==> src/rtl/score_bcd_pkg.sv <==
// score_bcd_pkg: shared types, widths and the output-packing helper for the
// score binary-to-BCD converter.
package score_bcd_pkg;

  typedef enum logic {
    IDLE  = 1'b0,
    SHIFT = 1'b1
  } state_t;

  localparam int BCD_WIDTH   = 10;
  localparam int DIGIT_WIDTH = 4;
  localparam int HUNDS_WIDTH = 2;
  localparam int MAX_SCORE   = 399;
  localparam logic [DIGIT_WIDTH-1:0] BLANK_NIBBLE = 4'hF;

  // Packs the 3-digit accumulator into the display word. When blanking is
  // enabled and the value is below 10, the tens digit carries the blank code.
  function automatic logic [BCD_WIDTH-1:0] score_bcd_pack(
    input logic [3*DIGIT_WIDTH-1:0] acc,
    input logic                     blank_en
  );
    logic [HUNDS_WIDTH-1:0] hunds;
    logic [DIGIT_WIDTH-1:0] tens;
    logic [DIGIT_WIDTH-1:0] units;
    hunds = HUNDS_WIDTH'(acc[3*DIGIT_WIDTH-1:2*DIGIT_WIDTH]);
    tens  = acc[2*DIGIT_WIDTH-1:DIGIT_WIDTH];
    units = acc[DIGIT_WIDTH-1:0];
    if (blank_en && (acc[3*DIGIT_WIDTH-1:DIGIT_WIDTH] == 8'h00)) begin
      tens = BLANK_NIBBLE;
    end else begin
      tens = acc[2*DIGIT_WIDTH-1:DIGIT_WIDTH];
    end
    return {hunds, tens, units};
  endfunction

endpackage

==> src/rtl/bcd_digit_adj.sv <==
// bcd_digit_adj: double-dabble digit corrector. A digit of 5 or more gets 3
// added so that the following left shift carries correctly into the next digit.
module bcd_digit_adj
  import score_bcd_pkg::*;
(
  input  logic [DIGIT_WIDTH-1:0] i_digit,
  output logic [DIGIT_WIDTH-1:0] o_digit
);

  // Add-3 correction for digits >= 5, pass-through otherwise.
  always_comb begin
    o_digit = i_digit;
    if (i_digit >= 4'd5) begin
      o_digit = i_digit + 4'd3;
    end else begin
      o_digit = i_digit;
    end
  end

endmodule

==> src/rtl/score_bin_to_bcd.sv <==
// score_bin_to_bcd: sequential shift-and-add-3 converter, one input bit per
// clock, turning the saturated binary score into a packed 10-bit BCD word.
// bcd_data only changes on completion, so the display never sees partial values.
// Optional build macro: SCORE_BCD_LEADING_BLANK_EN (blank tens digit below 10).
module score_bin_to_bcd
  import score_bcd_pkg::*;
#(
  parameter int BIN_WIDTH = 9,
  parameter int MAX_VALUE = MAX_SCORE
) (
  input  logic                 clk,
  input  logic                 rst_n,
  input  logic                 start,
  input  logic [BIN_WIDTH-1:0] bin_data,
  output logic                 busy,
  output logic                 done,
  output logic [BCD_WIDTH-1:0] bcd_data,
  output logic                 overflow
);

  localparam int ACC_W = 3 * DIGIT_WIDTH;
  localparam int SH_W  = ACC_W + BIN_WIDTH;
  localparam int CNT_W = (BIN_WIDTH > 1) ? $clog2(BIN_WIDTH + 1) : 1;
  localparam logic [BIN_WIDTH-1:0] MAX_BIN  = BIN_WIDTH'(MAX_VALUE);
  localparam logic [CNT_W-1:0]     LAST_CNT = CNT_W'(BIN_WIDTH - 1);

`ifdef SCORE_BCD_LEADING_BLANK_EN
  localparam logic BLANK_EN = 1'b1;
`else
  localparam logic BLANK_EN = 1'b0;
`endif

  state_t               r_state;
  logic [BIN_WIDTH-1:0] r_bin;
  logic [ACC_W-1:0]     r_acc;
  logic [CNT_W-1:0]     r_cnt;
  logic                 r_busy;
  logic                 r_done;
  logic                 r_overflow;
  logic [BCD_WIDTH-1:0] r_bcd;

  logic [DIGIT_WIDTH-1:0] w_tens_adj;
  logic [DIGIT_WIDTH-1:0] w_units_adj;
  logic [ACC_W-1:0]       w_acc_adj;
  logic [SH_W-1:0]        w_shift;

  // Hundreds never exceeds 3 thanks to input saturation, so only tens and
  // units need correcting before each shift.
  bcd_digit_adj u_tens_adj (
    .i_digit (r_acc[2*DIGIT_WIDTH-1:DIGIT_WIDTH]),
    .o_digit (w_tens_adj)
  );

  bcd_digit_adj u_units_adj (
    .i_digit (r_acc[DIGIT_WIDTH-1:0]),
    .o_digit (w_units_adj)
  );

  assign w_acc_adj = {r_acc[ACC_W-1:2*DIGIT_WIDTH], w_tens_adj, w_units_adj};
  assign w_shift   = {w_acc_adj, r_bin} << 1'b1;

  // Conversion FSM: latch operand on start, shift BIN_WIDTH times, publish result.
  always_ff @(posedge clk or negedge rst_n) begin
    if (!rst_n) begin
      r_state    <= IDLE;
      r_bin      <= '0;
      r_acc      <= '0;
      r_cnt      <= '0;
      r_busy     <= 1'b0;
      r_done     <= 1'b0;
      r_overflow <= 1'b0;
      r_bcd      <= '0;
    end else begin
      case (r_state)
        IDLE: begin
          r_done <= 1'b0;
          if (start) begin
            if (bin_data > MAX_BIN) begin
              r_bin      <= MAX_BIN;
              r_overflow <= 1'b1;
            end else begin
              r_bin      <= bin_data;
              r_overflow <= 1'b0;
            end
            r_acc   <= '0;
            r_cnt   <= '0;
            r_busy  <= 1'b1;
            r_state <= SHIFT;
          end else begin
            r_busy <= 1'b0;
          end
        end
        SHIFT: begin
          r_acc <= w_shift[SH_W-1:BIN_WIDTH];
          r_bin <= w_shift[BIN_WIDTH-1:0];
          r_cnt <= r_cnt + 1'b1;
          if (r_cnt == LAST_CNT) begin
            r_bcd   <= score_bcd_pack(w_shift[SH_W-1:BIN_WIDTH], BLANK_EN);
            r_done  <= 1'b1;
            r_busy  <= 1'b0;
            r_state <= IDLE;
          end else begin
            r_done <= 1'b0;
          end
        end
        default: begin
          r_state <= IDLE;
          r_busy  <= 1'b0;
          r_done  <= 1'b0;
        end
      endcase
    end
  end

  assign busy     = r_busy;
  assign done     = r_done;
  assign bcd_data = r_bcd;
  assign overflow = r_overflow;

endmodule
==> config.mk <==
export PLATFORM = sky130hd
export DESIGN_NAME = score_bin_to_bcd
export DESIGN_NICKNAME = d
export VERILOG_FILES = /design/src/rtl/score_bcd_pkg.sv /design/src/rtl/bcd_digit_adj.sv /design/src/rtl/score_bin_to_bcd.sv
export SDC_FILE = /design/constraint.sdc
export NUM_CORES = 1
export LEC_CHECK = 0
export ABC_AREA = 1
export BUFFER_PORTS_ARGS = -buffer_cell sky130_fd_sc_hd__clkbuf_2
export CAP_MARGIN = 20
export CORE_ASPECT_RATIO = 0.7
export CORE_MARGIN = 1.5
export CORE_UTILIZATION = 55
export DETAILED_ROUTE_END_ITERATION = 12
export PLACE_DENSITY_LB_ADDON = 0.1
export SLEW_MARGIN = 20
export SYNTH_ARGS = -nofsm -noshare
export SYNTH_HDL_FRONTEND = slang
export SYNTH_SLANG_ARGS = --single-unit
==> constraint.sdc <==
create_clock -name clk -period 1.81 [get_ports clk]
set_input_delay 0.2715 -clock clk [delete_from_list [all_inputs] [get_ports clk]]
set_output_delay 0.2715 -clock clk [all_outputs]
set_load 0.05 [all_outputs]
==> results.cfg, run 1 <==
[run_status]
status = finished clean

[logic_synthesis]
syn_avg_cell_area_um2 = 8.942
synth-xor-area-share_pct = 0.5128
synth_seq_area_share_pct = 52.75
synth_cells = 191
synthAdderAreaFrac_pct = 4.396
synth_top_family_by_area = simple AND/OR/NAND/NOR gates
yosys.area_share.simple_pct = 28.06
netlist_area_um2 = 1708
ys_types = 24
ys_ff_latch = 36
yosysWarnings = 0
synth_nets = 209
synth_compound_area_share_pct = 7.985
synthMuxAreaShare_pct = 0

[worst_setup_path]
cp.required_ns = 1.97
critPathKind = reg -> reg
cp.arrival_ns = 1.67
r2r-start = r_state
critPathLaunchType = flip-flop
crit_path_end_kind = flip-flop
critPathLaunch = r_state
crit_fanout = 11

[min_path]
hold_path_class = in -> async

[grt]
grt_pass1_vias = 1273
antenna_found_initial = 0
grt_max_degree = 37
grt_pass1_wl_um = 5761
grt-ovfl-total = 0
grt_util_all_layers_pct = 21.58

[power]
p_leak_nw = 1.054
pwr_density_cell_nw_per_um2 = 2002
peakVddDrop_uv = 1078

[cts]
htree_levels = 2
insertion_delay_ns = 0.29
cts.sinks = 36
clk_pin_slew_worst_paths_ns = 0.07
cts.path.max_buffers = 2
cts_setup_buffers = 0
cts_resized = 0
cts_root_buf = clkbuf_8
cts_tree = built
postCtsHoldBufs = 0
cts_buffers = 5

[placement]
place_ws_ns = 0.3060
place.gp.congestion = 0.8461
port-buffer-count = 24
dpl.cell_count = 249
dp_hpwl_um = 2475

[floorplan]
dieHeight_um = 49.62
placementRows = 16
fp.dieArea_um2 = 3454
core_area_um2 = 2883
start_util_pct = 59.24
die_w_um = 69.61
io_pins = 25

[timing]
skew_ns = 0.004013
slew_violations = 0
fmax_mhz = 660.2
max_slew_margin_pct = 70.79
timing.final.crit_period_ns = 1.515
rsz0062_at_grt = false
period_share_pct = 83.68
hold_viol = 0
setup_violations = 0
finalSetupTns_ns = 0
setup_ws_ns = 0.2953
tightest_slew_ns = 0.4381

[final_layout]
area_growth_pct = 15.68
n_antenna_cell = 0
fillCellCount = 233
drive_above_1_share_pct = 19.46
final-instance-count-excl-fill = 257
num-nets-final = 238
final_core_utilization_pct = 68.53

[route]
num_vias = 1347
drt_iter0_markers = 72
met1_length_um = 1667
routedWlPerCell_um = 13.12
first_pass_iters = 4
top_layer_used = met4
routed_via_density = 5.241
route.detailed.drc = 0
routed-wl-met3_um = 154
dr_wl_met2_um = 1504
drt-total-wl_um = 3373
drtAntennaViolNets = 0

[run]
maxCapViolCount = 0
==> final timing paths <==
kind / end / slack, ns / depth (start not counted)
max: r_bin[8] / 0.30 / 5
max in group asynchronous: bcd_data[7] / 1.49 / 2
min: overflow / 0.009 / 2
min reg2reg: bcd_data[9] / 0.48 / 2
max reg2reg: r_bin[8] / 0.30 / 5
min in group clk: r_bin[0] / 0.21 / 3
==> through the flow <==
| step | total power [W] | hold slack, ns | cell area (um^2) |
|---|---|---|---|
| after global placement | 0.003129 | 0.3255 | 1849 |
| after global routing | 0.004247 | 0.05819 | 1976 |
| after CTS | 0.003973 | 0.02323 | 1976 |
| after detailed placement | 0.003201 | 0.3327 | 1849 |
| after floorplan | 0.002785 | -0.02409 | 1708 |
| final | 0.003955 | 0.009411 | 1976 |
==> critical path: stages, from the launching register on <==
cell and delay [ns]:
dfrtp_1 0.58, inv_1 0.20, nand2_2 0.14, clkinv_1 0.22, nand2_1 0.15, o211ai_1 0.10
==> routing by layer <==
metal | vias up | global-route usage, %
met2 | 35 | 33.17
met1 | 618 | 29.65
met3 | 7 | 5.930
met5 | - | 0
li1 | 687 | -
met4 | 0 | 7.843
==> synth_stat cells (all sizes together) <==
master / number / area share (%)
a22oi: 4 / 1.8
buf: 4 / 2.3
clkinv: 2 / 0.73
dfrtp: 36 / 53
ha: 6 / 4.4
inv: 15 / 3.3
nand2: 74 / 16
nand3: 19 / 5.6
nand4: 7 / 3.4
nor2: 4 / 2.3
o211ai: 1 / 0.44
o21a: 1 / 0.44
o21ai: 13 / 4.2
o22ai: 3 / 1.1
or2: 1 / 0.37
xnor2: 1 / 0.51
==> flip-flops by register name, indices dropped and copies added (netlist names) <==
name / count
bcd_data: 10
busy: 1
done: 1
overflow: 1
r_acc: 9
r_bin: 9
r_cnt: 4
r_state: 1
==> where the power goes <==
part	switching, W	total (W)	internal [W]
sequential	0.000276	0.00143	0.00115
combinational	0.00123	0.00176	0.000528
clock	0.000281	0.000767	0.000486
total	0.00179	0.00396	0.00217
==> placed cells by master (no fill, tap or decap), types with 3 or more instances in the layout <==
| master | n |
|---|---|
| ha_1 | 6 |
| o22ai_1 | 3 |
| clkbuf_8 | 7 |
| a22oi_1 | 4 |
| inv_1 | 14 |
| nand4_1 | 6 |
| o21ai_0 | 11 |
| nand3_1 | 19 |
| dfrtp_1 | 36 |
| nand2_1 | 73 |
| clkbuf_2 | 24 |
==> kinds of logic after synthesis <==
kind of cell / Yosys count
flip-flops: 36
buffers and inverters: 21
AO/OA/AOI/OAI: 22
AND/OR/NAND/NOR: 105
adder cells (fa/ha/maj): 6
XOR/XNOR: 1
==> final cells by class <==
class,count,area [um^2],area share [%]
Clock buffer,7,96.34,4.877
Multi-Input combinational cell,134,699.4,35.40
Inverter,17,68.82,3.483
Sequential cell,36,900.9,45.60
Tap cell,36,45.04,2.280
Clock inverter,1,30.03,1.520
Timing Repair Buffer,26,135.1,6.840
No activity file was read; power rests on OpenSTA's default activity.
==> inputs of run 2 (changes only) <==
==> constraint.sdc (replaced) <==
create_clock -name clk -period 1.4 [get_ports clk]
set_input_delay 0.21 -clock clk [delete_from_list [all_inputs] [get_ports clk]]
set_output_delay 0.21 -clock clk [all_outputs]
set_load 0.05 [all_outputs]
==> run 2 against run 1 <==
  * Setup slack got worse by 0.24 ns
  * Via count increased by 3.8%
  * First-iteration DRC count decreased by 4.2%
  * Sequential cell count unchanged
  * Non-clock buffer count increased by 6
  * Hold slack improved by 0.14 ns
  * Sequential power increased by 29%
  * Clock skew increased by 0.0013 ns
  * Register-to-register slack got worse by 0.24 ns
  * Wire length increased by 0.39%
  * Global-route usage increased by 0.27 points
  * Critical endpoint is now bcd_data[8]
  * Critical path depth increased by 2
  * Largest cell class unchanged
==> results.cfg, run 2 (synthesis gave the netlist of run 1 again) <==
[placement]
dp_hpwl_um = 2442
place.gp.congestion = 0.9091
port-buffer-count = 24
dpl_cell_area_um2 = 1899

[final_layout]
final_core_utilization_pct = 69.44
area_growth_pct = 17.22
final_common_cell = nand2_1
fillCellCount = 252
final_area_um2 = 2002
num-nets-final = 244
n_antenna_cell = 0
final_cell_mix = nand2_1, dfrtp_1, clkbuf_2, nand3_1, inv_1
largest_register_ffs = 10
drive_above_1_share_pct = 23.89
multi_input_area_um2 = 709.4
seqCellArea_um2 = 902.1

[timing]
fmax_mhz = 744.6
skew_ns = 0.005267
whs_ns = 0.1486
finalSetupTns_ns = 0
setup_violations = 0
tightest_slew_ns = 0.4467
hold_viol = 0
period_share_pct = 95.93
timing.final.crit_period_ns = 1.343
rsz0062_at_grt = false
slew_violations = 0
max_slew_margin_pct = 70.22

[cts]
insertion_delay_ns = 0.29
cts_root_buf = clkbuf_8
cts.sinks = 36
cts_buffers = 5
cts_tree = built
cts_setup_buffers = 0
cts.path.max_buffers = 2
clk_pin_slew_worst_paths_ns = 0.07
htree_levels = 2

[floorplan]
io_pins = 25
core_area_um2 = 2883
placementRows = 16
start_util_pct = 59.24
dieHeight_um = 49.62
fp.dieArea_um2 = 3454
die_w_um = 69.61

[grt]
grt_max_degree = 37
grt_pass1_wl_um = 5934
grt_util_all_layers_pct = 21.85
grt_pass1_vias = 1350
grt-ovfl-total = 0
antenna_found_initial = 0

[worst_setup_path]
cp.required_ns = 1.63
crit_fanout = 6
cp.arrival_ns = 1.57
critPathLaunchType = flip-flop
critPathKind = reg -> reg
slowest_delay_ns = 0.43
reg2reg_slack_ns = 0.06
crit_slowest_cell = dfrtp_2
crit_path_end_kind = flip-flop
crit_family = flip-flops
cpMostUsedCell = nand2_1
cp_num_buf_inv = 1
cp_cell_sequence = inv_1, ha_1, nand2_1, nand2_1, o21ai_1, nand2_1, nand2_1

[route]
drt_iter0_markers = 69
route.detailed.drc = 0
first_pass_iters = 4
drtAntennaViolNets = 0
drt-total-wl_um = 3386
routed_via_density = 5.336
num_vias = 1398
routedWlPerCell_um = 12.92

[min_path]
hold_path_class = in -> reg

[run]
maxCapViolCount = 0

[run_status]
status = finished clean

[power]
peakVddDrop_uv = 1296
p_leak_nw = 1.056
pwr_density_cell_nw_per_um2 = 2464
p_total_w = 0.004932
[run 2: cell types whose count changed in the layout (fill, tap and decap cells not counted), moves of 2 or more]
cell / change
inv_1: -3
inv_2: +3
clkbuf_8: -2
buf_4: +4
[run 2: path summary, 6_finish.rpt]
kind | startpoint | end | cells past startpoint
setup / recovery | r_acc[4] | bcd_data[8] | 7
hold / removal | bin_data[0] | r_bin[0] | 3
setup reg to reg | r_acc[4] | bcd_data[8] | 7
hold reg to reg | overflow | overflow | 2
max in group asynchronous | rst_n | r_acc[4] | 3
min in group asynchronous | rst_n | r_bin[0] | 3
[run 2: timing repair]
item                                    4_1_cts  5_1_grt
hold buffers                                  1        0
resized for setup                             1        8
endpoints found under the setup margin        2       16
endpoints found under the hold margin        36        0
[run 2: cell type report]
type | count | area share [%]
Inverter | 17 | 3.625
Tap cell | 36 | 2.250
Multi-Input combinational cell | 134 | 35.44
Timing Repair Buffer | 32 | 9.750
Clock buffer | 6 | 3.625
Sequential cell | 36 | 45.06
Clock inverter | 1 | 0.2500
[run 2: where the power goes]
group / leakage, nW / switching (W) / internal [W] / total [W]
registers: 0.456 / 0.000345 / 0.00150 / 0.00184
logic: 0.559 / 0.00162 / 0.000777 / 0.00240
clock network: 0.0410 / 0.000354 / 0.000338 / 0.000692
total: 1.06 / 0.00232 / 0.00261 / 0.00493
[run 2: metal layers]
| metal | global-route usage (%) | vias up | part of all wire, % |
|---|---|---|---|
| met5 | 0 | - | 0 |
| met4 | 7.843 | 0 | 1.2 |
| met1 | 29.56 | 660 | 48 |
| li1 | - | 697 | - |
| met2 | 34.94 | 36 | 46 |
| met3 | 4.908 | 5 | 5.1 |
[run 2: metrics by stage]
step | worst slack, ns | cells
floorplan | 0.2215 | 191
global placement | 0.08375 | 254
detailed placement | 0.01487 | 254
CTS | 0.01898 | 262
global route | 0.002947 | 262
finish | 0.05697 | 262
[run 2: worst register-to-register path: stages (launching register included)]
cell and delay (ns):
dfrtp_2 0.43, inv_1 0.09, ha_1 0.23, nand2_1 0.09, nand2_1 0.11, o21ai_1 0.21
nand2_1 0.07, nand2_1 0.06
